**src/rtl/d_mem_arbiter.sv**
```systemverilog
// Two-port round-robin arbiter/sequencer in front of the single-port d_mem.
// Build option: ARB_FIXED_PRIO_EN makes port A win every tie (B may starve).
//
//   state | meaning
//   IDLE  | no access in flight; arbitrate, answer illegal addresses locally
//   SERV  | owner's access drives d_mem; completes and acks at the closing edge
module d_mem_arbiter #(
   parameter int ADDR_W    = 32,
   parameter int DATA_W    = 32,
   parameter int MEM_WORDS = 1024
) (
   input  logic              Clock,
   input  logic              Reset_n,
   input  logic              A_Req,
   input  logic [ADDR_W-1:0] A_Addr,
   input  logic [DATA_W-1:0] A_WData,
   input  logic              A_Write,
   output logic              A_Ack,
   output logic [DATA_W-1:0] A_RData,
   output logic              A_Err,
   input  logic              B_Req,
   input  logic [ADDR_W-1:0] B_Addr,
   input  logic [DATA_W-1:0] B_WData,
   input  logic              B_Write,
   output logic              B_Ack,
   output logic [DATA_W-1:0] B_RData,
   output logic              B_Err,
   output logic [ADDR_W-1:0] Mem_Address,
   output logic [DATA_W-1:0] Mem_WriteData,
   output logic              Mem_MemWrite,
   output logic              Mem_MemRead,
   input  logic [DATA_W-1:0] Mem_ReadData
);

   typedef enum logic {IDLE, SERV} state_t;

   localparam logic [ADDR_W-1:0] ADDR_LIM = ADDR_W'(MEM_WORDS * 4);

   state_t            state_q, state_d;
   logic              owner_q, owner_d;          // 1 = port B
   logic              last_grant_q, last_grant_d; // 1 = port B
   logic              a_ack_q, a_ack_d, b_ack_q, b_ack_d;
   logic              a_err_q, a_err_d, b_err_q, b_err_d;
   logic [DATA_W-1:0] a_rdata_q, a_rdata_d, b_rdata_q, b_rdata_d;

   logic              a_eff, b_eff, grant_b;
   logic [ADDR_W-1:0] gnt_addr;
   logic              gnt_legal;

`ifdef ARB_FIXED_PRIO_EN
   // A held request streams back-to-back, so B cannot slip in on A's ack cycle.
   assign a_eff   = A_Req;
   assign b_eff   = B_Req & ~b_ack_q;
   assign grant_b = b_eff & ~a_eff;
`else
   assign a_eff   = A_Req & ~a_ack_q;
   assign b_eff   = B_Req & ~b_ack_q;
   assign grant_b = b_eff & (~a_eff | ~last_grant_q);
`endif

   assign gnt_addr  = grant_b ? B_Addr : A_Addr;
   assign gnt_legal = (gnt_addr[1:0] == 2'b00) && (gnt_addr < ADDR_LIM);

   always_ff @(posedge Clock or negedge Reset_n) begin
      if (!Reset_n) begin
         state_q      <= IDLE;
         owner_q      <= 1'b0;
         last_grant_q <= 1'b1;
         a_ack_q      <= 1'b0;
         b_ack_q      <= 1'b0;
         a_err_q      <= 1'b0;
         b_err_q      <= 1'b0;
         a_rdata_q    <= '0;
         b_rdata_q    <= '0;
      end else begin
         state_q      <= state_d;
         owner_q      <= owner_d;
         last_grant_q <= last_grant_d;
         a_ack_q      <= a_ack_d;
         b_ack_q      <= b_ack_d;
         a_err_q      <= a_err_d;
         b_err_q      <= b_err_d;
         a_rdata_q    <= a_rdata_d;
         b_rdata_q    <= b_rdata_d;
      end
   end

   always_comb begin
      state_d       = state_q;
      owner_d       = owner_q;
      last_grant_d  = last_grant_q;
      a_ack_d       = 1'b0;
      b_ack_d       = 1'b0;
      a_err_d       = 1'b0;
      b_err_d       = 1'b0;
      a_rdata_d     = a_rdata_q;
      b_rdata_d     = b_rdata_q;
      Mem_Address   = '0;
      Mem_WriteData = '0;
      Mem_MemWrite  = 1'b0;
      Mem_MemRead   = 1'b0;

      case (state_q)
         IDLE: begin
            if (a_eff | b_eff) begin
               last_grant_d = grant_b;
               if (gnt_legal) begin
                  state_d = SERV;
                  owner_d = grant_b;
               end else if (grant_b) begin
                  b_ack_d = 1'b1;
                  b_err_d = 1'b1;
               end else begin
                  a_ack_d = 1'b1;
                  a_err_d = 1'b1;
               end
            end
         end
         SERV: begin
            Mem_Address   = owner_q ? B_Addr  : A_Addr;
            Mem_WriteData = owner_q ? B_WData : A_WData;
            Mem_MemWrite  = owner_q ? B_Write : A_Write;
            Mem_MemRead   = ~Mem_MemWrite;
            state_d       = IDLE;
            if (owner_q) begin
               b_ack_d = 1'b1;
               if (!B_Write) b_rdata_d = Mem_ReadData;
            end else begin
               a_ack_d = 1'b1;
               if (!A_Write) a_rdata_d = Mem_ReadData;
            end
         end
         default: state_d = IDLE;
      endcase
   end

   assign A_Ack   = a_ack_q;
   assign A_Err   = a_err_q;
   assign A_RData = a_rdata_q;
   assign B_Ack   = b_ack_q;
   assign B_Err   = b_err_q;
   assign B_RData = b_rdata_q;

endmodule

```
**config.mk**
```make
export PLATFORM = sky130hd
export DESIGN_NAME = d_mem_arbiter
export DESIGN_NICKNAME = d
export VERILOG_FILES = /design/src/rtl/d_mem_arbiter.sv
export SDC_FILE = /design/constraint.sdc
export NUM_CORES = 1
export LEC_CHECK = 0
export BUFFER_PORTS_ARGS = -buffer_cell sky130_fd_sc_hd__buf_2
export CORE_MARGIN = 10
export CORE_UTILIZATION = 43
export DETAILED_ROUTE_END_ITERATION = 8
export HOLD_SLACK_MARGIN = 0.03
export MAX_ROUTING_LAYER = met4
export PLACE_DENSITY = 0.95
export SLEW_MARGIN = 20
export SYNTH_ARGS = -nofsm -noshare
export SYNTH_HDL_FRONTEND = slang
export SYNTH_SLANG_ARGS = --single-unit
```
**constraint.sdc**
```tcl
create_clock -name Clock -period 2.2 [get_ports Clock]
set_input_delay 0.22 -clock Clock [delete_from_list [all_inputs] [get_ports Clock]]
set_output_delay 0.22 -clock Clock [all_outputs]
set_load 0.1 [all_outputs]
```
; Word-level counts from Yosys, hierarchy flattened
; Cells that the tools add are included.
[totals]
reg_bits = 71
inputBits = 166
output_inout_bits = 134
wordCells = 53
[op_classes]
order_cmp = 1
mux = 23
bitwise = 14
reduce_logical = 6
[op_table]
columns = cell, count
row1 = two-way mux 32 bit, 5
row2 = < comparator 32 x 13 -> 1 bit (second input constant), 1
row3 = two-way mux 1 bit, 15
row4 = inverter 1 bit, 9
row5 = AND reduction 3 bit, 3
row6 = one-hot mux 1 bit (2 select lines), 3
row7 = bitwise AND 1 bit, 3
row8 = logical NOT 2 bit, 1
row9 = OR 1 bit, 2
row10 = AND reduction 2 bit, 1
row11 = logical AND 1 bit, 1

; Longest topological paths before layout
; Gate-level depths: netlist of the first run.
[depth]
ltp_word = 11
mapped_depth = 6
ltp_nobuf = 4

; Worst setup path after synthesis of the first run
; No wires, ideal clock.
[synth_path]
path_kind = register -> output
from = register owner_q
to = output Mem_MemRead
arrival_ps = 2749
required_time_ps = 1980
slack_ps = -769
path_stages_with_launch = 4
path_buffers = 1
path_cell_list = dfrtp_1 -> clkbuf_1 -> nand2b_1 -> o21ai_0
[synth_between]
elab_chain_len = 3
[synth_lines]
columns = element, line
row1 = start: declaration, 40  ; logic owner_q, owner_d;
row2 = start signal: assignment, 77  ; owner_q <= owner_d;
row3 = two-way mux 1 bit, 122  ; Mem_MemWrite = owner_q ? B_Write : A_Write;
row4 = inverter 1 bit, 123  ; Mem_MemRead = ~Mem_MemWrite;
row5 = two-way mux 1 bit, 103  ; case (state_q)
row6 = end: declaration, 31  ; output logic Mem_MemRead,
; Every way passes these cells.

; Final worst setup path of the first run
[layout_path]
from = register owner_q
to = output Mem_WriteData[18]
[layout_between]
elab_chain_len = 2
[layout_lines]
columns = element, line
row1 = two-way mux 32 bit, 121  ; Mem_WriteData = owner_q ? B_WData : A_WData;
row2 = two-way mux 32 bit, 103
row3 = end: declaration, 29  ; output logic [DATA_W-1:0] Mem_WriteData,
; Every way passes these cells.

==> results of run 1 <==
-- where the power goes --
| group | switching, mW | internal [mW] |
|---|---|---|
| Sequential | 0.0408 | 1.38 |
| Combinational | 0.732 | 0.235 |
| Clock | 0.475 | 0.553 |
-- synthesized netlist by cell type, drive strengths merged --
master  number  share of area [%]
buf         14                2.3
mux2i       65                 17
nor4        10                1.6
or2          1               0.16
o21ba        1               0.26
nor2b       66                 11
nor3         4               0.51
nand4        2               0.32
o31ai        2               0.38
a21oi        1               0.13
a21o         2               0.38
nor2         3               0.35
mux2        64                 18
dfstp        1               0.67
nand2b       3               0.48
dfrtp       70                 45
nand2        4               0.38
o21ai        2               0.26
clkbuf       8               0.77
o41ai        2               0.45
-- metal layers --
metal  up-vias  GRT usage, %  share of wire, %
li1       1750             -                 -
met1      1819         22.80                32
met2       237         44.93                54
met3        38         8.750               9.7
met4         0         13.53               4.9
met5         -             -                 0
-- area by class of cell --
type                       count  area (um^2)
timing repair buffer         307         2600
clock buffer                  11        141.4
clock inverter                 5        57.56
sequential                    71         1782
fill                         505         1864
tap                          108        135.1
antenna                        4        10.01
multi-input combinational    232         2173
-- stage by stage --
stage          power, mW  TNS [ns]  util (%)  cells
5_1_grt            3.544         0     78.73    738
6_report           3.417         0     78.73    738
2_1_floorplan      2.089  -0.01283         -    325
3_3_place_gp       2.382         0     76.23    717
3_5_place_dp       2.417         0     76.23    717
4_1_cts            3.445         0     78.61    734
-- worst paths after layout --
| path | endpoint | depth (start not counted) | slack [ns] | startpoint |
|---|---|---|---|---|
| max in group asynchronous | last_grant_q | 3 | 1.12 | Reset_n |
| min in group asynchronous | A_RData[11] | 2 | 0.39 | Reset_n |
| max reg2reg | B_RData[8] | 4 | 0.61 | owner_q |
| min | A_RData[5] | 2 | 0.12 | Mem_ReadData[5] |
| max | Mem_WriteData[18] | 4 | 0.30 | owner_q |
| min reg2reg | A_RData[5] | 1 | 0.49 | A_RData[5] |
-- kinds of logic (layout without fill, tap and decap cells) --
logic type      after synthesis  count (layout)  share of synthesized area, %
mux                         129             129                         35.14
simple gates                 93              93                         14.40
flops                        71              71                         45.56
buf+inv                      22             323                         3.046
compound gates               10              10                         1.859
other cells                   0               4                             0
-- placed cells by master (no fill, tap or decap), types with 2 or more instances in the layout --
master      Yosys  routed
buf_2          11     233
buf_12          0      70
dfrtp_1        70      69
mux2i_1        65      65
nor2b_2         0      65
mux2_2         62      62
nor4_1         10      10
clkbuf_8        0      10
diode_2         0       4
nand2_1         4       4
nor3_1          4       4
nand2b_1        3       3
clkinvlp_4      0       3
buf_4           0       3
a21o_1          2       2
nand4_1         2       2
nor2_1          2       2
o31ai_1         2       2
o41ai_1         2       2
mux2_1          2       2
-- critical path, cell delays in order (launching register included) --
cell and delay (ns):
dfrtp_4 0.44, buf_12 0.31, mux2i_1 0.31, nor2b_2 0.09, buf_12 0.17
-- sequential cells by signal, summed over array words and instances, names as in the netlist --
register	count
B_Ack	1
state_q	1
B_Err	1
A_Err	1
A_Ack	1
last_grant_q	1
B_RData	32
A_RData	32
owner_q	1
==> run_results.csv, run 1 <==
group,metric,value,unit
floorplan,pin_count,300,
route,dr.pass1.iters,4,
sta,finalHoldViolations,0,
floorplan,dieArea,13290,um^2
worst_setup_path,cp_max_fo,49,
synthesis,synth_area,3902,um^2
placed_design,place_ws,0.5250,ns
floorplan,die_y,115.3,um
sta,maxSlewHeadroom,64.37,%
route,drc_errors,0,
synthesis,yosys_warnings,0,
synthesis,yosysSeqAreaShare,45.56,%
synthesis,synth.distinct_cells,23,
route,drtAntennaViolNets,0,
clock_network,clock_latency,0.34,ns
worst_setup_path,end_kind,"primary output",
placed_design,hpwl,14800,um
sta,whs,0.1221,ns
layout,stdcell_area,6899,um^2
route,totalWireLength,17000,um
power_and_ir_drop,p_leak,3.181,nW
clock_network,postCtsHoldBufs,1,
placed_design,gp_congestion,0.8882,
layout,drive_gt1_share,72.20,%
floorplan,rows,34,
route,via_per_inst,5.209,
global_routing,grt_pass1_wl,24900,um
sta,finClkSkew,0.006036,ns
worst_setup_path,worstPathArrival,1.68,ns
sta,setup_ws,0.2952,ns
worst_hold_path,hold_path.class,"in -> reg",
worst_setup_path,startpoint_type,"flip-flop",
global_routing,overflow,0,
clock_network,clockRootBuffer,"clkbuf_8",
worst_setup_path,crit_type,"reg -> out",
global_routing,grt_usage,25.12,%
outcome,status,"complete, no violations",
power_and_ir_drop,powerDensity,495.3,nW/um^2
sta,period_share,86.58,%
placed_design,placed_cell_area,6680,um^2
floorplan,initial_utilization,44.53,%
clock_network,htreeDepth,3,
clock_network,cts_inserted_buffers,9,
synthesis,syn_nets,491,
route,via_count,3844,
synthesis,avgSynthCellArea,12.01,um^2
route,drtIter0Drc,198,
route,wire_per_inst,23.03,um
sta,min_period,1.905,ns
synthesis,synthCells,325,
global_routing,grt_pass1_vias,4376,
floorplan,die_w,115.3,um
layout,nNetsFinal,787,
clock_network,postCtsSetupBuffers,0,
worst_setup_path,worstPathRequired,1.98,ns
sta,slew_violations,0,
global_routing,antenna_found_initial,4,
layout,areaGrowthSynthToFinish,76.79,%
placed_design,port_buffers,299,
sta,max_freq,525.0,MHz
clock_network,cts_tree,"yes",
floorplan,core,8763,um^2
clock_network,clockBufferDepth,2,
sta,setup_violations,0,
sta,rsz0062_at_grt,"false",
sta,tightestPinTransition,0.5344,ns
power_and_ir_drop,peakVddDrop,0.0003057,V
job,drv_cap,0,
clock_network,clkTransAtPathRegs,0.07,ns
synthesis,ys_ff_latch,71,
clock_network,cts-resized-gates,0,
global_routing,grt_max_degree,52,
clock_network,numClockSinks,71,
(Power assumes the default switching activity.)
==> inputs of run 2 (changes only) <==
--- a/config.mk
+++ b/config.mk
@@ -6,6 +6,7 @@
 export NUM_CORES = 1
 export LEC_CHECK = 0
 export BUFFER_PORTS_ARGS = -buffer_cell sky130_fd_sc_hd__buf_2
+export CORE_ASPECT_RATIO = 0.5
 export CORE_MARGIN = 10
 export CORE_UTILIZATION = 43
 export DETAILED_ROUTE_END_ITERATION = 8
==> run_results.csv, run 2 (synthesis results as in run 1) <==
group,metric,value,unit
outcome,status,"complete, no violations",
floorplan,initial_utilization,44.51,%
route,wire_per_inst,20.95,um
worst_setup_path,path_cells,"buf_12 > mux2i_1 > nor2b_2 > buf_12",
sta,finClkSkew,0.004365,ns
floorplan,pin_count,300,
floorplan,core,8768,um^2
worst_setup_path,r2r-start,"owner_q",
worst_setup_path,crit_type,"reg -> out",
worst_setup_path,worstPathArrival,1.71,ns
clock_network,clockBufferDepth,2,
floorplan,rows,24,
clock_network,clock_latency,0.33,ns
power_and_ir_drop,powerDensity,565.7,nW/um^2
sta,max_freq,518.5,MHz
floorplan,die_w,154.7,um
power_and_ir_drop,p_leak,3.245,nW
clock_network,htreeDepth,3,
power_and_ir_drop,total_power,3.969,mW
sta,setup_violations,0,
route,drc_errors,0,
power_and_ir_drop,peakVddDrop,0.0006451,V
worst_setup_path,path_common_cell,"buf_12",
worst_setup_path,startpoint_type,"flip-flop",
clock_network,postCtsHoldBufs,1,
sta,maxSlewHeadroom,45.25,%
clock_network,numClockSinks,71,
global_routing,grt_pass1_vias,4245,
sta,period_share,87.66,%
sta,whs,0.1244,ns
clock_network,cts_tree,"yes",
floorplan,die_y,87.37,um
global_routing,overflow,0,
sta,finalHoldViolations,0,
worst_setup_path,cpPeakStageDelay,0.44,ns
sta,slew_violations,0,
global_routing,grt_usage,22.49,%
global_routing,antenna_found_initial,0,
layout,final_common_cell,"buf_2",
global_routing,grt_pass1_wl,23430,um
worst_setup_path,path_buf_inv,2,
worst_setup_path,cp_max_fo,50,
sta,tightestPinTransition,0.8213,ns
worst_setup_path,crit_path_top_delay_cell,"dfrtp_4",
sta,min_period,1.929,ns
global_routing,grt_max_degree,51,
clock_network,cts_inserted_buffers,9,
layout,antenna_cells,0,
clock_network,clkTransAtPathRegs,0.06,ns
route,drtAntennaViolNets,0,
worst_hold_path,hold_start,"Mem_ReadData[5]",
route,drtIter0Drc,135,
placed_design,port_buffers,299,
layout,stdcell_area,7017,um^2
layout,postLayoutCoreUtil,80.02,%
route,dr.pass1.iters,4,
worst_setup_path,end_kind,"primary output",
job,drv_cap,0,
sta,rsz0062_at_grt,"false",
worst_setup_path,critPathLaunch,"owner_q",
layout,final_cell_mix,"233 x buf_2, 69 x dfrtp_1, 69 x buf_12, 65 x mux2i_1, 65 x nor2b_2",
worst_setup_path,worstPathRequired,1.98,ns
route,via_count,3747,
placed_design,hpwl,13170,um
placed_design,gp_congestion,0.8298,
layout,areaGrowthSynthToFinish,79.80,%
worst_hold_path,hold_path.class,"in -> reg",
clock_network,clockRootBuffer,"clkbuf_16",
placed_design,placed_cell_area,6674,um^2
layout,drive_gt1_share,72.36,%
route,via_per_inst,5.043,
layout,final_cells,743,
layout,nNetsFinal,787,
route,totalWireLength,15570,um
clock_network,cts-resized-gates,0,
placed_design,dp_cells,726,
clock_network,postCtsSetupBuffers,0,
worst_setup_path,critPathTopFamily,"buffers and inverters",
floorplan,dieArea,13520,um^2
[run 2: report_power, final]
group	switching (mW)	total, mW	internal (mW)
logic	0.731	0.965	0.234
clock network	0.555	1.58	1.03
registers	0.0373	1.42	1.38
total	1.32	3.97	2.65
[run 2: worst paths after layout]
kind	slack, ns	endpoint	cells after the start
max in group asynchronous	0.99	B_RData[25]	3
hold reg to reg	0.48	A_RData[5]	1
min in group asynchronous	0.54	B_RData[6]	2
hold / removal	0.12	A_RData[5]	2
setup reg to reg	0.50	A_RData[8]	4
setup / recovery	0.27	Mem_Address[26]	4
[run 2: per-stage QoR]
step                 TNS, ns  setup slack [ns]
global route               0            0.1971
global placement           0            0.5472
finish                     0            0.2715
detailed placement         0            0.5157
floorplan           -0.01283          -0.01283
CTS                        0            0.2783
[run 2: cell type report]
cell class | instances | area [um^2]
well taps | 117 | 146.4
repair buffers | 307 | 2587
clock buffers | 10 | 239.0
flip-flops and latches | 71 | 1782
clock inverters | 6 | 93.84
fillers | 509 | 1752
multi-input cells | 232 | 2168
[run 2: metal layers]
metal | routed length (um) | global-route usage (%)
met1 | 5358 | 21.83
met2 | 8657 | 41.92
met3 | 955 | 6.065
met4 | 593 | 9.889
met5 | 0 | -
[run 2: worst reg2reg max path: cells and delay by family, from the launching register on]
family | cells | cell delay, ns
DFF | 1 | 0.50
muxes | 1 | 0.42
and+or+nand+nor | 2 | 0.29
buffers and inverters | 1 | 0.37
